**src/rtl/mstage_lsu_if.sv**
```systemverilog
// AXI4-Lite data-memory channel between the M-stage load/store unit (master)
// and data memory or its interconnect (slave).
interface mstage_lsu_if;
   logic [31:0] araddr;
   logic        arvalid;
   logic        arready;
   logic [31:0] rdata;
   logic [1:0]  rresp;
   logic        rvalid;
   logic        rready;
   logic [31:0] awaddr;
   logic        awvalid;
   logic        awready;
   logic [31:0] wdata;
   logic [3:0]  wstrb;
   logic        wvalid;
   logic        wready;
   logic [1:0]  bresp;
   logic        bvalid;
   logic        bready;

   modport master (
      output araddr, arvalid, rready, awaddr, awvalid, wdata, wstrb, wvalid, bready,
      input  arready, rdata, rresp, rvalid, awready, wready, bresp, bvalid
   );

   modport slave (
      input  araddr, arvalid, rready, awaddr, awvalid, wdata, wstrb, wvalid, bready,
      output arready, rdata, rresp, rvalid, awready, wready, bresp, bvalid
   );
endinterface

```
**src/rtl/mstage_lsu.sv**
```systemverilog
// Memory-stage load/store unit: one instruction per handshake, AXI4-Lite data access,
// load extension/lane select. Bus-error reporting enabled by CONFIG_LSU_FAULT_EN.
//
// state | meaning
// IDLE  | ready to accept an instruction from the E stage
// AR    | read address presented, waiting for arready
// R     | waiting for read data
// AW_W  | write address and data presented, each retires on its own ready
// B     | waiting for write response
// DONE  | result presented to Wstage_bus, held until m_ready
module mstage_lsu #(
   parameter int PASS_W = 146
) (
   input  logic              clk,
   input  logic              rst,
   input  logic              s_valid,
   output logic              s_ready,
   input  logic              memrdE,
   input  logic              memwrE,
   input  logic [2:0]        funct3E,
   input  logic [31:0]       ALU_resultE,
   input  logic [31:0]       src2E,
   input  logic [PASS_W-1:0] ctrlE,
   output logic              m_valid,
   input  logic              m_ready,
   output logic [31:0]       mdataM,
   output logic [31:0]       ALU_resultM,
   output logic [31:0]       src2M,
   output logic [PASS_W-1:0] ctrlM,
   output logic              faultM,
   mstage_lsu_if.master      axi
);
   typedef enum logic [2:0] {IDLE, AR, R, AW_W, B, DONE} state_t;

   state_t      state, state_nxt;
   logic        accept;
   logic [2:0]  funct3_q;
   logic        aw_done, w_done;
   logic [31:0] wdata_q, store_data;
   logic [3:0]  wstrb_q, store_strb;
   logic [7:0]  lane_b;
   logic [15:0] lane_h;
   logic [31:0] load_ext;

   assign accept = (state == IDLE) && s_valid;

   always_ff @(posedge clk or negedge rst) begin
      if (!rst) state <= IDLE;
      else      state <= state_nxt;
   end

   always_comb begin
      state_nxt = state;
      case (state)
         IDLE: if (s_valid) state_nxt = memrdE ? AR : (memwrE ? AW_W : DONE);
         AR:   if (axi.arready) state_nxt = R;
         R:    if (axi.rvalid) state_nxt = DONE;
         AW_W: if ((aw_done || axi.awready) && (w_done || axi.wready)) state_nxt = B;
         B:    if (axi.bvalid) state_nxt = DONE;
         DONE: if (m_ready) state_nxt = IDLE;
         default: state_nxt = IDLE;
      endcase
   end

   always_comb begin
      s_ready     = (state == IDLE);
      m_valid     = (state == DONE);
      axi.arvalid = (state == AR);
      axi.rready  = (state == R);
      axi.awvalid = (state == AW_W) && !aw_done;
      axi.wvalid  = (state == AW_W) && !w_done;
      axi.bready  = (state == B);
      axi.araddr  = ALU_resultM;
      axi.awaddr  = ALU_resultM;
      axi.wdata   = wdata_q;
      axi.wstrb   = wstrb_q;
   end

   // Store data/strobes are formed at accept so they are stable for the whole AW_W phase.
   always_comb begin
      case (funct3E[1:0])
         2'b00: begin
            store_data = {4{src2E[7:0]}};
            store_strb = 4'b0001 << ALU_resultE[1:0];
         end
         2'b01: begin
            store_data = {2{src2E[15:0]}};
            store_strb = 4'b0011 << {ALU_resultE[1], 1'b0};
         end
         default: begin
            store_data = src2E;
            store_strb = 4'b1111;
         end
      endcase
   end

   always_comb begin
      case (ALU_resultM[1:0])
         2'd0:    lane_b = axi.rdata[7:0];
         2'd1:    lane_b = axi.rdata[15:8];
         2'd2:    lane_b = axi.rdata[23:16];
         default: lane_b = axi.rdata[31:24];
      endcase
      lane_h = ALU_resultM[1] ? axi.rdata[31:16] : axi.rdata[15:0];
      case (funct3_q)
         3'b000:  load_ext = {{24{lane_b[7]}}, lane_b};
         3'b100:  load_ext = {24'd0, lane_b};
         3'b001:  load_ext = {{16{lane_h[15]}}, lane_h};
         3'b101:  load_ext = {16'd0, lane_h};
         default: load_ext = axi.rdata;
      endcase
   end

   always_ff @(posedge clk or negedge rst) begin
      if (!rst) begin
         ALU_resultM <= '0;
         src2M       <= '0;
         ctrlM       <= '0;
         funct3_q    <= '0;
         mdataM      <= '0;
         wdata_q     <= '0;
         wstrb_q     <= '0;
         aw_done     <= 1'b0;
         w_done      <= 1'b0;
      end else begin
         if (accept) begin
            ALU_resultM <= ALU_resultE;
            src2M       <= src2E;
            ctrlM       <= ctrlE;
            funct3_q    <= funct3E;
            mdataM      <= '0;
            wdata_q     <= memwrE ? store_data : 32'd0;
            wstrb_q     <= memwrE ? store_strb : 4'd0;
            aw_done     <= 1'b0;
            w_done      <= 1'b0;
         end
         if (state == R && axi.rvalid) begin
`ifdef CONFIG_LSU_FAULT_EN
            mdataM <= (axi.rresp != 2'b00) ? 32'd0 : load_ext;
`else
            mdataM <= load_ext;
`endif
         end
         if (state == AW_W) begin
            if (axi.awready) aw_done <= 1'b1;
            if (axi.wready)  w_done  <= 1'b1;
         end
      end
   end

`ifdef CONFIG_LSU_FAULT_EN
   always_ff @(posedge clk or negedge rst) begin
      if (!rst) begin
         faultM <= 1'b0;
      end else begin
         if (accept)                        faultM <= 1'b0;
         else if (state == R && axi.rvalid) faultM <= (axi.rresp != 2'b00);
         else if (state == B && axi.bvalid) faultM <= (axi.bresp != 2'b00);
      end
   end
`else
   assign faultM = 1'b0;
`endif
endmodule

```
**src/flat_wrapper.sv**
```systemverilog
// flat-port wrapper written by rule: the top's interface ports become plain ports
module mstage_lsu_flat 
#(
   parameter int PASS_W = 146
)
  (clk, rst, s_valid, s_ready, memrdE, memwrE, funct3E, ALU_resultE, src2E, ctrlE, m_valid, m_ready, mdataM, ALU_resultM, src2M, ctrlM, faultM, axi_araddr, axi_arvalid, axi_rready, axi_awaddr, axi_awvalid, axi_wdata, axi_wstrb, axi_wvalid, axi_bready, axi_arready, axi_rdata, axi_rresp, axi_rvalid, axi_awready, axi_wready, axi_bresp, axi_bvalid);
  mstage_lsu_if axi_i ();
  input  logic clk;
  input  logic rst;
  input  logic s_valid;
  output logic s_ready;
  input  logic memrdE;
  input  logic memwrE;
  input  logic [2:0] funct3E;
  input  logic [31:0] ALU_resultE;
  input  logic [31:0] src2E;
  input  logic [PASS_W-1:0] ctrlE;
  output logic m_valid;
  input  logic m_ready;
  output logic [31:0] mdataM;
  output logic [31:0] ALU_resultM;
  output logic [31:0] src2M;
  output logic [PASS_W-1:0] ctrlM;
  output logic faultM;
  output wire logic [$bits(axi_i.araddr)-1:0] axi_araddr;
  output wire logic [$bits(axi_i.arvalid)-1:0] axi_arvalid;
  output wire logic [$bits(axi_i.rready)-1:0] axi_rready;
  output wire logic [$bits(axi_i.awaddr)-1:0] axi_awaddr;
  output wire logic [$bits(axi_i.awvalid)-1:0] axi_awvalid;
  output wire logic [$bits(axi_i.wdata)-1:0] axi_wdata;
  output wire logic [$bits(axi_i.wstrb)-1:0] axi_wstrb;
  output wire logic [$bits(axi_i.wvalid)-1:0] axi_wvalid;
  output wire logic [$bits(axi_i.bready)-1:0] axi_bready;
  input wire logic [$bits(axi_i.arready)-1:0] axi_arready;
  input wire logic [$bits(axi_i.rdata)-1:0] axi_rdata;
  input wire logic [$bits(axi_i.rresp)-1:0] axi_rresp;
  input wire logic [$bits(axi_i.rvalid)-1:0] axi_rvalid;
  input wire logic [$bits(axi_i.awready)-1:0] axi_awready;
  input wire logic [$bits(axi_i.wready)-1:0] axi_wready;
  input wire logic [$bits(axi_i.bresp)-1:0] axi_bresp;
  input wire logic [$bits(axi_i.bvalid)-1:0] axi_bvalid;
  assign axi_araddr = axi_i.araddr;
  assign axi_arvalid = axi_i.arvalid;
  assign axi_rready = axi_i.rready;
  assign axi_awaddr = axi_i.awaddr;
  assign axi_awvalid = axi_i.awvalid;
  assign axi_wdata = axi_i.wdata;
  assign axi_wstrb = axi_i.wstrb;
  assign axi_wvalid = axi_i.wvalid;
  assign axi_bready = axi_i.bready;
  assign axi_i.arready = axi_arready;
  assign axi_i.rdata = axi_rdata;
  assign axi_i.rresp = axi_rresp;
  assign axi_i.rvalid = axi_rvalid;
  assign axi_i.awready = axi_awready;
  assign axi_i.wready = axi_wready;
  assign axi_i.bresp = axi_bresp;
  assign axi_i.bvalid = axi_bvalid;
  mstage_lsu #(.PASS_W(PASS_W)) u_core (.clk(clk), .rst(rst), .s_valid(s_valid), .s_ready(s_ready), .memrdE(memrdE), .memwrE(memwrE), .funct3E(funct3E), .ALU_resultE(ALU_resultE), .src2E(src2E), .ctrlE(ctrlE), .m_valid(m_valid), .m_ready(m_ready), .mdataM(mdataM), .ALU_resultM(ALU_resultM), .src2M(src2M), .ctrlM(ctrlM), .faultM(faultM), .axi(axi_i));
endmodule
```
**config.mk**
```make
export PLATFORM = sky130hd
export DESIGN_NAME = mstage_lsu_flat
export DESIGN_NICKNAME = d
export VERILOG_FILES = /design/src/rtl/mstage_lsu_if.sv /design/src/rtl/mstage_lsu.sv /design/src/flat_wrapper.sv
export SDC_FILE = /design/constraint.sdc
export NUM_CORES = 1
export LEC_CHECK = 0
export CORE_AREA = 2 2 239 241
export DETAILED_ROUTE_END_ITERATION = 6
export DIE_AREA = 0 0 241 243
export RECOVER_POWER = 25
export SYNTH_ARGS = -nofsm -noshare
export SYNTH_HDL_FRONTEND = slang
export SYNTH_SLANG_ARGS = --single-unit
```
**constraint.sdc**
```tcl
create_clock -name clk -period 3.8 [get_ports clk]
set_clock_uncertainty 0.15 [all_clocks]
set_input_delay 0.76 -clock clk [delete_from_list [all_inputs] [get_ports clk]]
set_output_delay 0.76 -clock clk [all_outputs]
set_load 0.01 [all_outputs]
```
==> run_results.csv <==
group,metric,value,unit
power_and_ir_drop,seqPwrFrac,0.328,
routing,drtIter0Drc,475,
grt,busiest_layer,"met2",
setup_path,crit_required,2.89,ns
timing,hold_ws,0.316,ns
floorplan,initial_utilization,0.220,
grt,grt-ovfl-total,0,
timing,rsz0062_at_grt,"no",
floorplan,die_y,243,µm
synthesis,syn_nets,1637,
timing,setup_violations,0,
setup_path,r2r_cells,4,
timing,hold_viol,0,
synthesis,syn_area_per_cell,8.92,µm²
synthesis,synth-seq-area-share,0.582,
layout,multi_input_area,4240,µm²
min_path,hold_end,"u_core.axi.wdata[1]$_DFFE_PN0P_",
clock_tree,cts_htree_levels,2,
synthesis,yosysTopAreaCellShare,0.582,
power_and_ir_drop,p_sw_frac,0.358,
clock_tree,numClockSinks,286,
floorplan,die_x,241,µm
layout,regArea,7160,µm²
timing,tns,0,ns
timing,min_period,3.15,ns
place,place_inst,2614,
layout,final_common_cell,"nand2_1",
synthesis,synth_area_leader_cell,"dfrtp_1",
synthesis,synth-seq-cells,286,
clock_tree,clk_pin_slew,0.06,ns
outcome,violations,"max-capacitance violations, max-slew violations",
min_path,hold_path_depth,2,
setup_path,crit_arrival,2.24,ns
clock_tree,cts_tree,"yes",
setup_path,r2r-end,"u_core.axi.wstrb[1]$_DFFE_PN0P_",
job,drv_cap,1,
clock_tree,cts-buffers-inserted,36,
power_and_ir_drop,power_density,828,nW/µm²
setup_path,worstSetupPathType,"flip-flop to output port",
layout,final_nets,2156,
power_and_ir_drop,combPwrFrac,0.456,
setup_path,r2r_slack,1.53,ns
min_path,worstHoldPathType,"flip-flop to flip-flop",
synthesis,synth-edff-count,0,
power_and_ir_drop,p_sw,5900,µW
layout,layout_common_cells,"nand2_1, clkdlybuf4s50_1, dfrtp_1",
setup_path,worstSetupStartpoint,"u_core.state[0]$_DFFE_PN0P_",
power_and_ir_drop,power.share.clock,0.216,
clock_tree,clock_latency,0.53,ns
floorplan,fp.dieArea,58600,µm²
setup_path,cp_max_fo,13,
routing,drtAntennaViolNets,0,
place,place_congestion,0.799,
setup_path,end_kind,"output port",
power_and_ir_drop,p_int,10600,µW
grt,first_global_vias,11473,
grt,grt_pass1_wl,71200,µm
timing,slew_violations,65,
outcome,status,"finished with violations",
routing,drc_errors,0,
power_and_ir_drop,ir_worst_vdd,0.341,mV
routing,dr_total_vias,11260,
min_path,worstHoldStart,"u_core.axi.wdata[1]$_DFFE_PN0P_",
clock_tree,ctsHoldBuffers,0,
clock_tree,post_cts_buffers,0,
clock_tree,cts_max_path_buffers,3,
setup_path,path_delay_family,"flip-flops",
setup_path,slowest_stage,"dfrtp_1",
routing,firstDrtPassIters,5,
synthesis,ys_types,41,
place,io_buffers,604,
place,dp_hpwl,34800,µm
synthesis,ys_top_cells_by_area,"dfrtp_1, nand2_1, buf_4",
synthesis,synth_cells,1377,
grt,grt_util_met3,0.0396,
timing,relSlewSlack,-0.278,
setup_path,path_buf_inv,1,
setup_path,critical-path-max-stage-delay,0.59,ns
grt,grt_start_max_net_pins,71,
clock_tree,clockRootBuffer,"clkbuf_16",
layout,n_fill_cell,5718,
floorplan,num_io_pins,610,
grt,grt_antenna_before_repair,1,
timing,max_clock_freq,317,MHz
grt,track_usage,0.159,
synthesis,synthArstFlopShare,1.00,
synthesis,synthFlopType,"dfrtp_1",
layout,layout-drive-gt1-share,0.0551,
grt,met1_usage,0.195,
layout,syn_to_final_growth,61.7,%
synthesis,yosysWarnings,0,
setup_path,path_cells,"nor2b_1 > nand2_1 > nor2_1 > clkdlybuf4s50_1",
clock_tree,cts_resized,0,
floorplan,fp-row-count,87,
synthesis,synth_area,12300,µm²
setup_path,startpoint_type,"flip-flop",
routing,avgViaCountPerCell,4.20,
layout,diodes,0,
routing,wl_per_cell,17.7,µm
routing,wirelength,47500,µm
timing,worstMarginPinSlew,1.92,ns
grt,grt_use_met2,0.272,
setup_path,reg2reg_from,"u_core.state[1]$_DFFE_PN0P_",
floorplan,coreArea,56000,µm²
layout,final_cells,2679,
timing,finalCritPeriodShare,0.830,
power_and_ir_drop,leakage,0.00919,µW
[layout make-up]
type	count	area share
sequential	286	0.360
clock buffer	51	0.0538
timing repair buffer	626	0.315
clock inverter	14	0.00813
tap	756	0.0476
inverter	7	0.00132
multi-input combinational	939	0.213
[worst max-delay path by stage]
| stage | cells past startpoint | slack [ns] | to |
|---|---|---|---|
| after floorplan | 5 | 1.75 | u_core.axi.wdata[22]$_DFFE_PN0P_ |
| after global placement | 4 | 1.13 | u_core.axi.wstrb[3]$_DFFE_PN0P_ |
| after detailed placement | 5 | 1.08 | u_core.mdataM[28]$_DFFE_PN0P_ |
| after CTS | 4 | 0.58 | axi_wvalid |
| after global routing | 2 | 0.44 | u_core.ctrlM[43]$_DFFE_PN0P_ |
| final | 4 | 0.65 | axi_wvalid |
[synthesized netlist by cell type (8+ instances only)]
cell type	number
nand2_1	713
o21ai_1	8
buf_4	67
mux2_2	17
a21oi_1	33
mux2i_1	11
buf_2	44
a22o_1	14
nand2b_1	8
clkbuf_1	29
dfrtp_1	286
nor2_1	18
o21ai_0	36
nand3_1	16
a221o_1	15
[metal layers]
metal | up-vias | share of wire
met1 | 5468 | 0.42
met2 | 384 | 0.50
li1 | 5346 | -
met4 | 2 | 0.024
met3 | 60 | 0.065
met5 | - | 0.00025
[registers in the layout, summed over array words and instances (netlist names)]
register,flops
u_core.ALU_resultM,32
u_core.aw_done,1
u_core.axi.wdata,32
u_core.axi.wstrb,4
u_core.ctrlM,146
u_core.funct3_q,3
u_core.mdataM,32
u_core.src2M,32
u_core.state,3
u_core.w_done,1
[power groups by stage]
stage          Sequential [µW]  Combinational (µW)  Clock [µW]
6_report                  5400                7500        3560
5_1_grt                   5580                8170        3820
3_3_place_gp              5380                7540           0
4_1_cts                   5410                7640        3690
2_1_floorplan             5850                2860           0
3_5_place_dp              5430                7610           0
[tightest hold or removal path: cells and delay by family, from the launching register on]
family / cells / cell delay (ns)
DFF: 1 / 0.34
and+or+nand+nor: 2 / 0.10
[per-stage QoR]
stage	area, µm²	util	power (µW)	worst slack (ns)
detailed placement	18700	0.334	13000	1.08
floorplan	12300	-	8710	1.75
global route	19900	0.355	17600	0.439
CTS	19900	0.356	16700	0.577
global placement	18700	0.334	12900	1.13
finish	19900	0.355	16500	0.645
[cell families (layout without fill, tap and decap cells)]
| family | Yosys count | after routing | share of synthesized area |
|---|---|---|---|
| simple gates | 785 | 785 | 0.251 |
| compound gates | 123 | 123 | 0.0646 |
| flops | 286 | 286 | 0.582 |
| buf+inv | 152 | 698 | 0.0732 |
| mux | 30 | 30 | 0.0282 |
| other cells | 1 | 1 | 0.000305 |
Note: power is estimated with default switching activity, not from simulation.
